$ cat src/rtl/seg_scan_pkg.sv
// Shared constants for the seven-segment scan decoder: segment codes, FSM states, digit count.
package seg_scan_pkg;

  localparam int unsigned NUM_DIGITS = 4;
  localparam int unsigned NIB_W      = 4;

  // Active-low segment codes {dp, g..a} with the decimal point off
  localparam logic [7:0] SEG_HEX_0 = 8'hC0;
  localparam logic [7:0] SEG_HEX_1 = 8'hF9;
  localparam logic [7:0] SEG_HEX_2 = 8'hA4;
  localparam logic [7:0] SEG_HEX_3 = 8'hB0;
  localparam logic [7:0] SEG_HEX_4 = 8'h99;
  localparam logic [7:0] SEG_HEX_5 = 8'h92;
  localparam logic [7:0] SEG_HEX_6 = 8'h82;
  localparam logic [7:0] SEG_HEX_7 = 8'hF8;
  localparam logic [7:0] SEG_HEX_8 = 8'h80;
  localparam logic [7:0] SEG_HEX_9 = 8'h90;
  localparam logic [7:0] SEG_HEX_A = 8'h88;
  localparam logic [7:0] SEG_HEX_B = 8'h83;
  localparam logic [7:0] SEG_HEX_C = 8'hC6;
  localparam logic [7:0] SEG_HEX_D = 8'hA1;
  localparam logic [7:0] SEG_HEX_E = 8'h86;
  localparam logic [7:0] SEG_HEX_F = 8'h8E;

  typedef enum logic {
    ST_COLLECT = 1'b0,
    ST_PUBLISH = 1'b1
  } scan_state_t;

endpackage

$ cat src/rtl/seg7_to_hex.sv
// Combinational decode of an active-low seven-segment pattern (g..a) to a hex nibble.
module seg7_to_hex
  import seg_scan_pkg::*;
(
  input  logic [6:0]       seg,
  output logic [NIB_W-1:0] nibble,
  output logic             invalid
);

  logic [7:0] code;
  assign code = {1'b1, seg};

  always_comb begin
    nibble  = '0;
    invalid = 1'b0;
    case (code)
      SEG_HEX_0: nibble = 4'h0;
      SEG_HEX_1: nibble = 4'h1;
      SEG_HEX_2: nibble = 4'h2;
      SEG_HEX_3: nibble = 4'h3;
      SEG_HEX_4: nibble = 4'h4;
      SEG_HEX_5: nibble = 4'h5;
      SEG_HEX_6: nibble = 4'h6;
      SEG_HEX_7: nibble = 4'h7;
      SEG_HEX_8: nibble = 4'h8;
      SEG_HEX_9: nibble = 4'h9;
      SEG_HEX_A: nibble = 4'hA;
      SEG_HEX_B: nibble = 4'hB;
      SEG_HEX_C: nibble = 4'hC;
      SEG_HEX_D: nibble = 4'hD;
      SEG_HEX_E: nibble = 4'hE;
      SEG_HEX_F: nibble = 4'hF;
      default:   invalid = 1'b1;
    endcase
  end

endmodule

$ cat src/rtl/seg_scan_decoder.sv
// Recovers a 4-digit hex value from a multiplexed seven-segment display scan.
// Optional macro SEG_SCAN_DP_EN captures per-digit decimal points; otherwise a lit dp is an error.
module seg_scan_decoder
  import seg_scan_pkg::*;
#(
  parameter int unsigned STABLE_CYCLES  = 4,
  parameter int unsigned TIMEOUT_CYCLES = 65535
) (
  input  logic        clk,
  input  logic        rst_n,
  input  logic [3:0]  AN,
  input  logic [7:0]  seg,
  output logic [15:0] value,
  output logic [3:0]  dp,
  output logic        frame_valid,
  output logic        frame_err,
  output logic        timeout
);

  localparam int unsigned STAB_W = 8;
  localparam int unsigned IDLE_W = 20;

  logic [3:0]        an_q;
  logic [7:0]        seg_q;
  logic [STAB_W-1:0] stab_cnt;
  logic [IDLE_W-1:0] idle_cnt;
  logic [15:0]       shadow;
  logic [3:0]        shadow_dp;
  logic [3:0]        seen;
  logic              err_flag;
  scan_state_t       state;

  logic             digit_ok_c;
  logic [1:0]       digit_idx_c;
  logic [3:0]       digit_oh_c;
  logic [NIB_W-1:0] nibble_c;
  logic             invalid_c;
  logic             dp_bit_c;
  logic             bad_c;
  logic             sample_c;
  logic             timeout_hit_c;

  seg7_to_hex u_dec (
    .seg     (seg_q[6:0]),
    .nibble  (nibble_c),
    .invalid (invalid_c)
  );

  // Only a single active-low anode identifies a digit
  always_comb begin
    digit_ok_c  = 1'b1;
    digit_idx_c = 2'd0;
    digit_oh_c  = ~an_q;
    case (an_q)
      4'b1110: digit_idx_c = 2'd0;
      4'b1101: digit_idx_c = 2'd1;
      4'b1011: digit_idx_c = 2'd2;
      4'b0111: digit_idx_c = 2'd3;
      default: digit_ok_c  = 1'b0;
    endcase
  end

`ifdef SEG_SCAN_DP_EN
  assign dp_bit_c = ~seg_q[7];
  assign bad_c    = invalid_c;
`else
  assign dp_bit_c = 1'b0;
  assign bad_c    = invalid_c | ~seg_q[7];
`endif

  assign sample_c      = digit_ok_c && (stab_cnt == STAB_W'(STABLE_CYCLES - 1));
  assign timeout_hit_c = !sample_c && (idle_cnt == IDLE_W'(TIMEOUT_CYCLES - 1));

  always_ff @(posedge clk or negedge rst_n) begin
    if (!rst_n) begin
      an_q        <= 4'hF;
      seg_q       <= 8'hFF;
      stab_cnt    <= '0;
      idle_cnt    <= '0;
      shadow      <= '0;
      shadow_dp   <= '0;
      seen        <= '0;
      err_flag    <= 1'b0;
      state       <= ST_COLLECT;
      value       <= '0;
      dp          <= '0;
      frame_valid <= 1'b0;
      frame_err   <= 1'b0;
      timeout     <= 1'b0;
    end else begin
      an_q  <= AN;
      seg_q <= seg;

      // Counter saturates just past the sample point so a held pair is taken once
      if ({AN, seg} != {an_q, seg_q}) begin
        stab_cnt <= '0;
      end else if (stab_cnt != STAB_W'(STABLE_CYCLES)) begin
        stab_cnt <= stab_cnt + STAB_W'(1);
      end

      if (sample_c) begin
        idle_cnt <= '0;
      end else if (idle_cnt != IDLE_W'(TIMEOUT_CYCLES)) begin
        idle_cnt <= idle_cnt + IDLE_W'(1);
      end

      if (sample_c) begin
        shadow[{digit_idx_c, 2'b00} +: NIB_W] <= nibble_c;
        shadow_dp[digit_idx_c]                <= dp_bit_c;
      end

      frame_valid <= 1'b0;
      timeout     <= timeout_hit_c;
      seen        <= seen | (sample_c ? digit_oh_c : 4'h0);
      err_flag    <= err_flag | (sample_c & bad_c);

      case (state)
        ST_COLLECT: begin
          // Publish the completed frame; a coincident sample starts the next one
          if (seen == 4'hF) begin
            state       <= ST_PUBLISH;
            value       <= shadow;
            dp          <= shadow_dp;
            frame_valid <= 1'b1;
            frame_err   <= err_flag;
            seen        <= sample_c ? digit_oh_c : 4'h0;
            err_flag    <= sample_c & bad_c;
          end
        end
        ST_PUBLISH: state <= ST_COLLECT;
        default:    state <= ST_COLLECT;
      endcase

      if (timeout_hit_c) begin
        seen     <= '0;
        err_flag <= 1'b0;
      end
    end
  end

endmodule

$ cat config.mk
export PLATFORM = sky130hd
export DESIGN_NAME = seg_scan_decoder
export DESIGN_NICKNAME = d
export VERILOG_FILES = /design/src/rtl/seg_scan_pkg.sv /design/src/rtl/seg7_to_hex.sv /design/src/rtl/seg_scan_decoder.sv
export SDC_FILE = /design/constraint.sdc
export NUM_CORES = 1
export LEC_CHECK = 0
export ABC_AREA = 1
export BUFFER_PORTS_ARGS = -buffer_cell sky130_fd_sc_hd__buf_4
export CAP_MARGIN = 15
export CORE_MARGIN = 5
export CORE_UTILIZATION = 60
export DETAILED_ROUTE_END_ITERATION = 8
export PLACE_DENSITY = 0.89
export REMOVE_ABC_BUFFERS = 1
export SYNTH_ARGS = -nofsm -noshare
export SYNTH_HDL_FRONTEND = slang
export SYNTH_SLANG_ARGS = --single-unit
$ cat constraint.sdc
create_clock -name clk -period 5.5 [get_ports clk]
set_clock_uncertainty 0.05 [all_clocks]
set_input_delay 0.275 -clock clk [delete_from_list [all_inputs] [get_ports clk]]
set_output_delay 0.275 -clock clk [all_outputs]
set_load 0.1 [all_outputs]
==> results of run 1 <==
[cells in the final DEF, fill, tap and decap left out, types with 2 or more instances in the layout]
cell type	synthesis	layout
nand2_1	162	162
dfrtp_1	76	76
inv_1	56	56
nor2_1	52	52
buf_4	1	38
o21ai_0	33	33
nand3_1	29	29
nor3_1	17	17
xnor2_1	13	13
dlygate4sd3_1	0	13
dfstp_2	12	12
nand4_1	11	11
ha_1	11	11
clkbuf_8	0	10
inv_2	9	9
a21oi_1	7	7
o21ai_1	6	6
nor2_2	6	6
xor2_1	5	5
o21ai_2	4	4
nand2_2	3	3
nor3_2	3	3
a31oi_1	3	3
inv_6	0	3
nand3_2	2	2
and3_1	2	2
nor3_4	2	2
clkinv_4	0	2
[power groups by stage]
stage          Combinational (mW)  Clock (mW)  Sequential (mW)
2_1_floorplan              0.0307           0            0.673
3_3_place_gp               0.0566           0            0.674
3_5_place_dp               0.0595           0            0.675
4_1_cts                    0.0669       0.430            0.662
5_1_grt                    0.0755       0.455            0.663
6_report                   0.0664       0.427            0.662
[stage by stage]
| stage | util, % | total power, mW | worst slack, ps |
|---|---|---|---|
| 2_1_floorplan | - | 0.704 | 3390 |
| 3_3_place_gp | 66.5 | 0.730 | 3390 |
| 3_5_place_dp | 66.5 | 0.734 | 3210 |
| 4_1_cts | 70.9 | 1.16 | 3180 |
| 5_1_grt | 70.9 | 1.19 | 3010 |
| 6_report | 70.9 | 1.16 | 3110 |
[layout make-up]
type / instances / area [sq um]
Timing Repair Buffer: 51 / 415
Clock inverter: 6 / 48.8
Tap cell: 99 / 124
Clock buffer: 10 / 138
Multi-Input combinational cell: 382 / 1950
Inverter: 66 / 248
Sequential cell: 88 / 2220
Fill cell: 554 / 2110
[layer usage]
| layer | global-route usage (%) | part of all wire [%] | up-vias |
|---|---|---|---|
| met4 | 10.9 | 2.2 | 0 |
| met5 | 0 | 0 | - |
| met1 | 27.0 | 44 | 1758 |
| met2 | 37.8 | 49 | 121 |
| met3 | 3.36 | 4.6 | 21 |
| li1 | - | - | 1845 |
[worst max-delay path, stage by stage (launching register included)]
cell	delay (ps)
dfstp_2	600
nand2_2	80
inv_1	70
nand3_1	90
nand2_1	190
inv_2	150
ha_1	400
inv_1	150
nand2_1	90
nor3_2	230
nand2_1	90
o21ai_0	100
[worst paths after layout]
path | to | startpoint | slack (ps)
setup / recovery | shadow[1] | an_q[2] | 3110
hold / removal | idle_cnt[10] | rst_n | 380
setup reg to reg | shadow[1] | an_q[2] | 3110
hold reg to reg | value[4] | value[4] | 430
max in group asynchronous | seg_q[0] | rst_n | 4040
min in group clk | value[4] | value[4] | 430
[flip-flops by register name (all words and copies together) (netlist names)]
| register | count |
|---|---|
| shadow | 16 |
| value | 16 |
| seg_q | 8 |
| seen | 4 |
| timeout | 1 |
| dp | 4 |
| shadow_dp | 4 |
| frame_err | 1 |
| stab_cnt | 8 |
| idle_cnt | 20 |
| an_q | 4 |
| err_flag | 1 |
| frame_valid | 1 |
[logic make-up after synthesis]
kind of cell,count (synthesis)
xor gates and xnor gates,18
buffers and inverters,76
DFF,88
adders and majority gates,11
AOI/OAI and AO/OA,56
and+or+nand+nor,297
==> flow_metrics.env, run 1 <==
export IMPL_cap_violations=0
export IMPL_rows=31
export IMPL_async_flop_share_pct=100
export IMPL_dpl_cell_area_sq_um=4820
export IMPL_cts_hold_buf=13
export IMPL_grt_pass1_vias=3685
export IMPL_dpl_hpwl_um=6830
export IMPL_drc=0
export IMPL_criticalPathCategory="reg2reg"
export IMPL_antennaDiodeCount=0
export IMPL_layout_drive_gt1_share_pct=16.9
export IMPL_viasPerCell=5.33
export IMPL_postRouteAntennaNets=0
export IMPL_synth_compound_area_share_pct=6.85
export IMPL_slew_violations=0
export IMPL_area_growth_pct=14.9
export IMPL_clk_latency_ps=360
export IMPL_cts_buffers=9
export IMPL_dr_pass1_iters=5
export IMPL_dp_cells=673
export IMPL_whs_ps=382
export IMPL_grt_pass1_wl_um=15900
export IMPL_synth_top_area_cell="dfrtp_1"
export IMPL_postCtsSetupBuffers=0
export IMPL_clock_path_buffers=2
export IMPL_coreArea_sq_um=7250
export IMPL_synthTopCellsByCount="162 x nand2_1, 76 x dfrtp_1, 56 x inv_1"
export IMPL_clock_sinks=88
export IMPL_synthTopCellsByArea="dfrtp_1 43%, nand2_1 14%, dfstp_2 7.0%"
export IMPL_leakage_nw=2.69
export IMPL_crit_fanout=9
export IMPL_seqPwrFrac_pct=57.3
export IMPL_p_comb_share_pct=5.7
export IMPL_synthFlopType="dfrtp_1"
export IMPL_die_h_um=96.3
export IMPL_synthMuxAreaShare_pct=0
export IMPL_setup_viol=0
export IMPL_initial_core_util_pct=61.7
export IMPL_h_tree_depth=3
export IMPL_syn_inst=546
export IMPL_status="completed"
export IMPL_grt_usage_pct=22.0
export IMPL_die_w_um=96.3
export IMPL_hold_path_class="in2async"
export IMPL_fmax_ghz=0.418
export IMPL_synth_top_family_by_area="simple AND/OR/NAND/NOR gates"
export IMPL_hold_viol=0
export IMPL_stdcell_area_sq_um=5140
export IMPL_yosysSeqAreaShare_pct=49.6
export IMPL_grt_max_degree=46
export IMPL_switching_share_pct=25.3
export IMPL_die_area_sq_um=9280
export IMPL_cp_required_ps=5720
export IMPL_rsz0062_at_grt="false"
export IMPL_cp_arrival_ps=2610
export IMPL_rr_worst_depth=11
export IMPL_yosys_area_share_simple_pct=30.1
export IMPL_io_pins=37
export IMPL_ys_warn_count=0
export IMPL_syn_area_sq_um=4470
export IMPL_drtIter0Drc=206
export IMPL_clockPowerShare_pct=36.9
export IMPL_synth_xor_xnor_area_share_pct=3.52
export IMPL_cts_resized=0
export IMPL_grt_overflow=0
export IMPL_yosysMostFrequentCell="nand2_1"
export IMPL_min_period_ps=2390
export IMPL_max_slew_margin_pct=63.6
export IMPL_finalSetupTns_ps=0
export IMPL_cts_root_buffer="clkbuf_8"
export IMPL_ys_ff_latch=88
export IMPL_power_density_nw_per_um2=225
export IMPL_ir_drop_mv=0.182
export IMPL_synth_fa_ha_area_share_pct=3.08
export IMPL_synth_cell_type_count=39
export IMPL_antenna_found_initial=0
export IMPL_startpoint_type="register"
export IMPL_wl_per_cell_um=13.2
export IMPL_cts_tree="yes"
export IMPL_num_vias=3745
export IMPL_nNetsFinal=623
export IMPL_gp_congestion=0.984
export IMPL_syn_avg_cell_area_sq_um=8.19
export IMPL_synth_edf_count=0
export IMPL_switchingPower_mw=0.292
export IMPL_tightest_slew_ps=542
export IMPL_wirelength_um=9270
export IMPL_synth_top_cell_area_share_pct=42.5
export IMPL_period_share_pct=43.5
export IMPL_io_buffers=36
export IMPL_layoutNonFillerInstCount=702
export IMPL_clkTransAtPathRegs_ps=90
export IMPL_p_int_mw=0.863
export IMPL_cp_end_kind="register"
Note: power is estimated with default switching activity, not from simulation.
==> inputs of run 2 (changes only) <==
Settings changed: ABC_AREA 1 to 0, CORE_UTILIZATION 60 to 54, PLACE_DENSITY 0.89 to 0.85.
Clock period 5.5 ns to 2 ns, I/O delays scaled along.
==> flow_metrics.env, run 2 <==
export IMPL_crit_chain="xor2_1 > and3_1 > o2111a_2 > buf_4 > a311oi_1 > a41o_1"
export IMPL_area_growth_pct=27.9
export IMPL_dpl_cell_area_sq_um=4910
export IMPL_rows=32
export IMPL_grt_pass1_vias=3567
export IMPL_synth_edf_count=0
export IMPL_hold_viol=0
export IMPL_postRouteAntennaNets=0
export IMPL_stdcell_area_sq_um=5510
export IMPL_yosysSeqAreaShare_pct=51.5
export IMPL_num_vias=3544
export IMPL_clkTransAtPathRegs_ps=90
export IMPL_status="complete, but fails checks"
export IMPL_yosysMostFrequentCell="dfrtp_1"
export IMPL_r2r_setup_slack_ps=-100
export IMPL_power_density_nw_per_um2=628
export IMPL_violations="setup timing"
export IMPL_seqPwrFrac_pct=52.7
export IMPL_slew_violations=0
export IMPL_regMostFlops="idle_cnt"
export IMPL_die_area_sq_um=9860
export IMPL_wl_per_cell_um=16.4
export IMPL_syn_inst=431
export IMPL_cts_buffers=9
export IMPL_tightest_slew_ps=655
export IMPL_clock_sinks=88
export IMPL_nFillCells=567
export IMPL_io_buffers=36
export IMPL_layout_drive_gt1_share_pct=28.8
export IMPL_p_int_mw=2.66
export IMPL_synth_top_cell_area_share_pct=44.1
export IMPL_cp_required_ps=2250
export IMPL_viasPerCell=5.65
export IMPL_p_comb_share_pct=7.1
export IMPL_max_slew_margin_pct=56.3
export IMPL_final_common_cell="buf_4"
export IMPL_cpMaxStageDelayCell="dfstp_2"
export IMPL_cts_root_buffer="clkbuf_8"
export IMPL_gp_congestion=0.893
export IMPL_switching_share_pct=23.2
export IMPL_ys_warn_count=0
export IMPL_min_period_ps=2100
export IMPL_criticalPathCategory="reg2reg"
export IMPL_syn_area_sq_um=4310
export IMPL_crit_fanout=9
export IMPL_largest_reg_flops=20
export IMPL_cp_arrival_ps=2350
export IMPL_rsz0062_at_grt="true"
export IMPL_layout_common_cells="79 x buf_4, 76 x dfrtp_1, 73 x nand2_1, 29 x nor2_1, 20 x xor2_1"
export IMPL_hold_path_class="in2async"
export IMPL_synthFlopType="dfrtp_1"
export IMPL_synth_cell_type_count=62
export IMPL_grt_usage_pct=20.9
export IMPL_period_share_pct=105
export IMPL_die_w_um=99.3
export IMPL_path_buf_inv=1
export IMPL_grt_max_degree=54
export IMPL_grt_pass1_wl_um=16600
export IMPL_grt_overflow=0
export IMPL_leakage_nw=2.64
export IMPL_dr_pass1_iters=5
export IMPL_antenna_found_initial=0
export IMPL_initial_core_util_pct=55.5
export IMPL_finalSetupTns_ps=-842
export IMPL_cpPeakStageDelay_ps=630
export IMPL_antennaDiodeCount=0
export IMPL_switchingPower_mw=0.804
export IMPL_drtIter0Drc=211
export IMPL_ys_ff_latch=88
export IMPL_clock_path_buffers=2
export IMPL_setup_viol=17
export IMPL_clockPowerShare_pct=40.3
export IMPL_cp_end_kind="register"
export IMPL_drc=0
export IMPL_pre_cts_ws_ps=-109
export IMPL_reg_largest_list="idle_cnt (20), shadow (16), value (16)"
export IMPL_synthTopCellsByArea="dfrtp_1 44%, dfstp_2 7.3%, nand2_1 6.5%"
export IMPL_crit_family="compound AO/OA/AOI/OAI gates"
export IMPL_totalPowerFinal_mw=3.46
export IMPL_clk_latency_ps=370
export IMPL_io_pins=37
export IMPL_dpl_hpwl_um=6730
export IMPL_coreArea_sq_um=7770
export IMPL_synthTopCellsByCount="76 x dfrtp_1, 75 x nand2_1, 29 x nor2_1"
export IMPL_syn_avg_cell_area_sq_um=10.0
export IMPL_wirelength_um=10300
export IMPL_startpoint_type="register"
export IMPL_ir_drop_mv=0.344
export IMPL_h_tree_depth=3
export IMPL_cap_violations=0
export IMPL_nNetsFinal=545
export IMPL_finalWorstSetupSlack_ps=-98.6
export IMPL_async_flop_share_pct=100
export IMPL_fmax_ghz=0.476
export IMPL_utilization_pct=70.9
export IMPL_synth_top_area_cell="dfrtp_1"
export IMPL_die_h_um=99.3
export IMPL_cts_tree="yes"
run 2: worst reg2reg max path, cell delays in order (launching register included):
cell      delay, ps
dfstp_2         630
xor2_1           90
and3_1          230
o2111a_2        340
buf_4           200
a311oi_1        330
a41o_1          160
run 2: cell type report:
cell class	count	area (sq um)	share of cell area [%]
clock buffer	10	138	2.50
clock inverter	6	91.3	1.66
sequential	88	2220	40.2
multi-input combinational	304	2080	37.8
timing repair buffer	97	779	14.1
inverter	20	75.1	1.36
tap	102	128	2.32
run 2: path summary, 6_finish.rpt:
kind / from / endpoint / cells after the start
setup / recovery: an_q[1] / idle_cnt[6] / 6
hold / removal: rst_n / value[4] / 2
setup reg to reg: an_q[1] / idle_cnt[6] / 6
hold reg to reg: shadow_dp[2] / dp[2] / 2
max in group asynchronous: rst_n / idle_cnt[11] / 3
min in group clk: seg[6] / seg_q[6] / 2
run 2: cell families after synthesis:
kind of cell,count (synthesis),synth area share (%)
AO/OA/AOI/OAI,70,12.6
flip-flops,88,51.5
multiplexers,2,0.465
adder cells (fa/ha/maj),11,3.19
XOR/XNOR,32,6.51
buffers and inverters,39,3.89
AND/OR/NAND/NOR,189,21.8
run 2: power groups by stage:
| stage | combinational (mW) | sequential (mW) | clock [mW] |
|---|---|---|---|
| 2_1_floorplan | 0.0705 | 1.86 | 0 |
| 3_3_place_gp | 0.188 | 1.85 | 0 |
| 3_5_place_dp | 0.194 | 1.85 | 0 |
| 4_1_cts | 0.223 | 1.82 | 1.41 |
| 5_1_grt | 0.272 | 1.83 | 1.49 |
| 6_report | 0.244 | 1.82 | 1.39 |
run 2: routing by layer:
metal / vias to the layer above / global-route usage (%) / wire length (um)
li1: 1679 / - / -
met1: 1736 / 26.6 / 4310
met2: 103 / 34.9 / 5220
met3: 26 / 3.51 / 452
met4: 0 / 9.35 / 277
met5: - / 0 / 0
run 2: metrics by stage:
stage	hold slack, ps	cells
after floorplan	-246	412
after global placement	108	590
after detailed placement	119	590
after CTS	270	621
after global routing	323	627
final	247	627
run 2: timing repair:
action                                 CTS  global route
hold buffers                            13             0
endpoints found under the hold margin   50             0
pin swaps                                3             8
gates resized for setup                 12            32
setup endpoints to repair               25            39
buffers inserted                         2             6
